--- config.mk ---
export PLATFORM = sky130hd
export DESIGN_NAME = tt10_xor_shift
export DESIGN_NICKNAME = d
export VERILOG_FILES = /design/src/rtl/tt10_xor_shift.sv
export SDC_FILE = /design/constraint.sdc
export NUM_CORES = 1
export LEC_CHECK = 0
export ABC_CLOCK_PERIOD_IN_PS = 1250
export CAP_MARGIN = 20
export CORE_AREA = 2 2 39 41
export CTS_CLUSTER_SIZE = 40
export DETAILED_ROUTE_END_ITERATION = 16
export DIE_AREA = 0 0 41 43
export PLACE_DENSITY_LB_ADDON = 0.12
export SLEW_MARGIN = 30
export SYNTH_ARGS = -nofsm -noshare
export SYNTH_HDL_FRONTEND = slang
export SYNTH_SLANG_ARGS = --single-unit
--- constraint.sdc ---
create_clock -name clk -period 1.25 [get_ports clk]
set_input_delay 0.25 -clock clk [delete_from_list [all_inputs] [get_ports clk]]
set_output_delay 0.25 -clock clk [all_outputs]
set_load 0.05 [all_outputs]
--- src/rtl/tt10_xor_shift.sv ---
// rtl/tt10_xor_shift.sv - registered 8-bit xor with conditional left shift
module tt10_xor_shift (
  input  logic       clk,
  input  logic       rst_n,
  input  logic [7:0] ui_in,
  input  logic [7:0] uio_in,
  output logic [7:0] uo_out
);

  logic [7:0] xor_val;
  logic [7:0] uo_out_d;
  logic [7:0] uo_out_q;

  // Next result: xor of the operands, shifted left by one when A[7] selects it
  always_comb begin
    xor_val  = ui_in ^ uio_in;
    uo_out_d = xor_val;
    if (ui_in[7]) begin
      uo_out_d = {xor_val[6:0], 1'b0};
    end
  end

  // Single output register; reset clears it at the edge, never between edges
  always_ff @(posedge clk) begin
    if (!rst_n) begin
      uo_out_q <= 8'h00;
    end else begin
      uo_out_q <= uo_out_d;
    end
  end

  assign uo_out = uo_out_q;

endmodule

# Yosys cells after proc, flatten, opt, wreduce, memory -nomap -nowiden
# Index checks and enable logic that the tools add are counted.
word_totals:
  register_bits: 8
  in_bits: 18
  out_inout_bits: 8
  word_cells: 6
classes:
  mux: 1
  n_bitwise: 2
  reduce_logical: 1
ops:
  columns: ["cell", "count"]
  rows:
  - ["2-to-1 mux 8 bit", 1]
  - ["XOR 8 bit", 1]
  - ["OR reduction 2 bit", 1]
  - ["inverter 1 bit", 1]

# Logic depth before layout (Yosys ltp)
depth:
  depth_word: 2
  mapped_depth: 2
  ltp_nobuf: 2

# Worst setup path before layout
# No wires, ideal clock.
synth_path:
  kind: "reg2out"
  from: "register uo_out_q[0], in the netlist uo_out[0]"
  to: "output uo_out[0]"
  arrival_ns: 0.587
  t_required_ns: 1.000
  setup_slack_ns: 0.413
  stages_incl_launch_ff: 1
  path_buffers: 0
  path_cell_list: "dfxtp_1"
synth_lines:
  columns: ["element", "line_no", "text"]
  rows:
  - ["start, declared", "12", "logic [7:0] uo_out_q;"]
  - ["start signal, assigned", "28", "uo_out_q <= uo_out_d;"]
  - ["end, declared", "7", "output logic [7:0] uo_out"]
# No word-level cell between the ends.

# Worst setup path after layout
layout_path:
  from: "register uo_out_q[6], in the netlist uo_out[6]"
  to: "output uo_out[6]"
# No word-level cell between the ends.

==> metrics.txt <==
Congestion Overflow GR=0; diode count=0; top cells by count, synth=8 x dfxtp_1, 7 x xnor2_1, 5 x o22ai_1; cts-stage hold buffer count=0; Power Dens Cells=1130 nW/um2; max_slew headroom=84.9%; Largest delay share family, worst path=flip-flops; unrepaired setup endpoints after global routing=false; async set-reset flop share out of synthesis=0%; YS warnings=0; max reg flops=8; CTS clk-pin slew, worst paths=0.05 ns; Die W=41 um; vias in the first global route=293; Req. time, crit path=1.00 ns; max-cap violation count=0; htree depth=1; drt drc=0; worst-case vdd ir drop=0.000651 V; Placed Area=649 um2; syn_nets=44; register area share after synthesis=53.6%; number of synthesized flops with an enable pin=0; synth-to-layout area growth=125%; post-synthesis register bit count=8; Root Driver=clkbuf_4; Initial Utilization=21.6%; DRT Wirelength=672 um; syn avg cell area=11.5 um2; Hold WC Path Type=primary input to register; largest cells by area after synthesis=dfxtp_1 54%, xnor2_1 21%, o22ai_1 10%; chip height=43 um; area leader, netlist=dfxtp_1; status=complete, no violations; Critical Path Fanout Max=1; initial antenna violation count=0; critical path capture point type=output pin; site row count=14; fill count=137; fin crit share=80.2%; DRT iter0 DRCs=0; largest net degree at the start of global routing=8; first-pass GRT wire length=1060 um; First-pass DRT Iterations=1; Worst-Margin Slew=0.225 ns; Max clock buf depth=2; core area=1380 um2; Inst Count DP=67; most numerous cell in the Yosys netlist=dfxtp_1; Die Footprint=1760 um2; # clock sinks=8; Antenna Violating Nets Remaining=0; via count=295; Crit Path Category=register to output pin; CP startpoint kind=register; non-filler instance count after layout=70; IO Count=26; worst path buffer plus inverter count=1; synthesized cell area=299 um2; final instance area=672 um2; GRT Overall Usage=9.17%; final setup fails=0; Hold Fails Final Rpt=0; GP Congestion=0.577; DR WL/cell=9.60 um; max-slew violations=0; post-layout min period=1.00 ns; Pleak=0.256 nW; Main synth FF type=dfxtp_1; TNS Setup=0 ns; Fin Hold WS=0.635 ns; total setup buffers inserted after CTS=0; Fmax=997 MHz; post-synth top area share=53.6%; fin util=48.6%; I/O Buffers=25; CTS tree=yes; Distinct cells, synth=9; TritonCTS Buffers=3; fraction of layout cells with a size suffix above 1=25.9%; Crit-path slowest cell=dfxtp_1; Gates resized, CTS repair=0; critical path, cell by cell=buf_12; CP peak stage delay=0.36 ns; WP data arrival=0.75 ns; Post-Syn Instances=26; Vias/cell=4.21; Layout Nets=74
cell usage in the layout (no fill, tap or decap):
cell type,n
a21oi_1,1
dfxtp_1,8
o22ai_1,5
buf_12,8
xnor2_1,7
o21ai_0,1
clkbuf_4,3
nand2_2,1
o22ai_2,1
nand2b_4,1
nor2_1,1
clkdlybuf4s50_1,17
per-stage QoR:
stage                     setup WS [ns]  total power [mW]
after CTS                         0.236             0.772
after global placement           0.0611             0.583
after detailed placement         0.0451             0.586
after floorplan                   0.413             0.416
final                             0.247             0.762
after global routing              0.225             0.796
final cells by class:
type,count,area (um2),share of cell area [%]
clock buffers,3,22.5,3.35
multi-input cells,18,139,20.7
flip-flops and latches,8,160,23.8
well taps,16,20.0,2.98
repair buffers,25,330,49.2
path summary, 6_finish.rpt:
kind,cells after the start,slack (ns),end,from
hold / removal,3,0.63,uo_out[7],uio_in[7]
setup / recovery,1,0.25,uo_out[6],uo_out[6]
cell families after synthesis:
family                    count (synthesis)  share of synthesized area [%]
and+or+nand+nor                           3                           7.95
xor gates and xnor gates                  7                           20.5
AOI/OAI and AO/OA                         8                           18.0
DFF                                       8                           53.6
per-layer routing:
layer	up-vias	routed length, um	track usage [%]
li1	149	-	-
met1	128	246	9.45
met2	16	330	13.8
met3	2	81	3.14
met4	0	13	8.00
met5	-	0	0
report_power, final:
part | switching (mW) | internal [mW]
Combinational | 0.125 | 0.157
Sequential | 0.0180 | 0.278
Clock | 0.0755 | 0.109
Total | 0.218 | 0.544
Note: power is estimated with default switching activity, not from simulation.
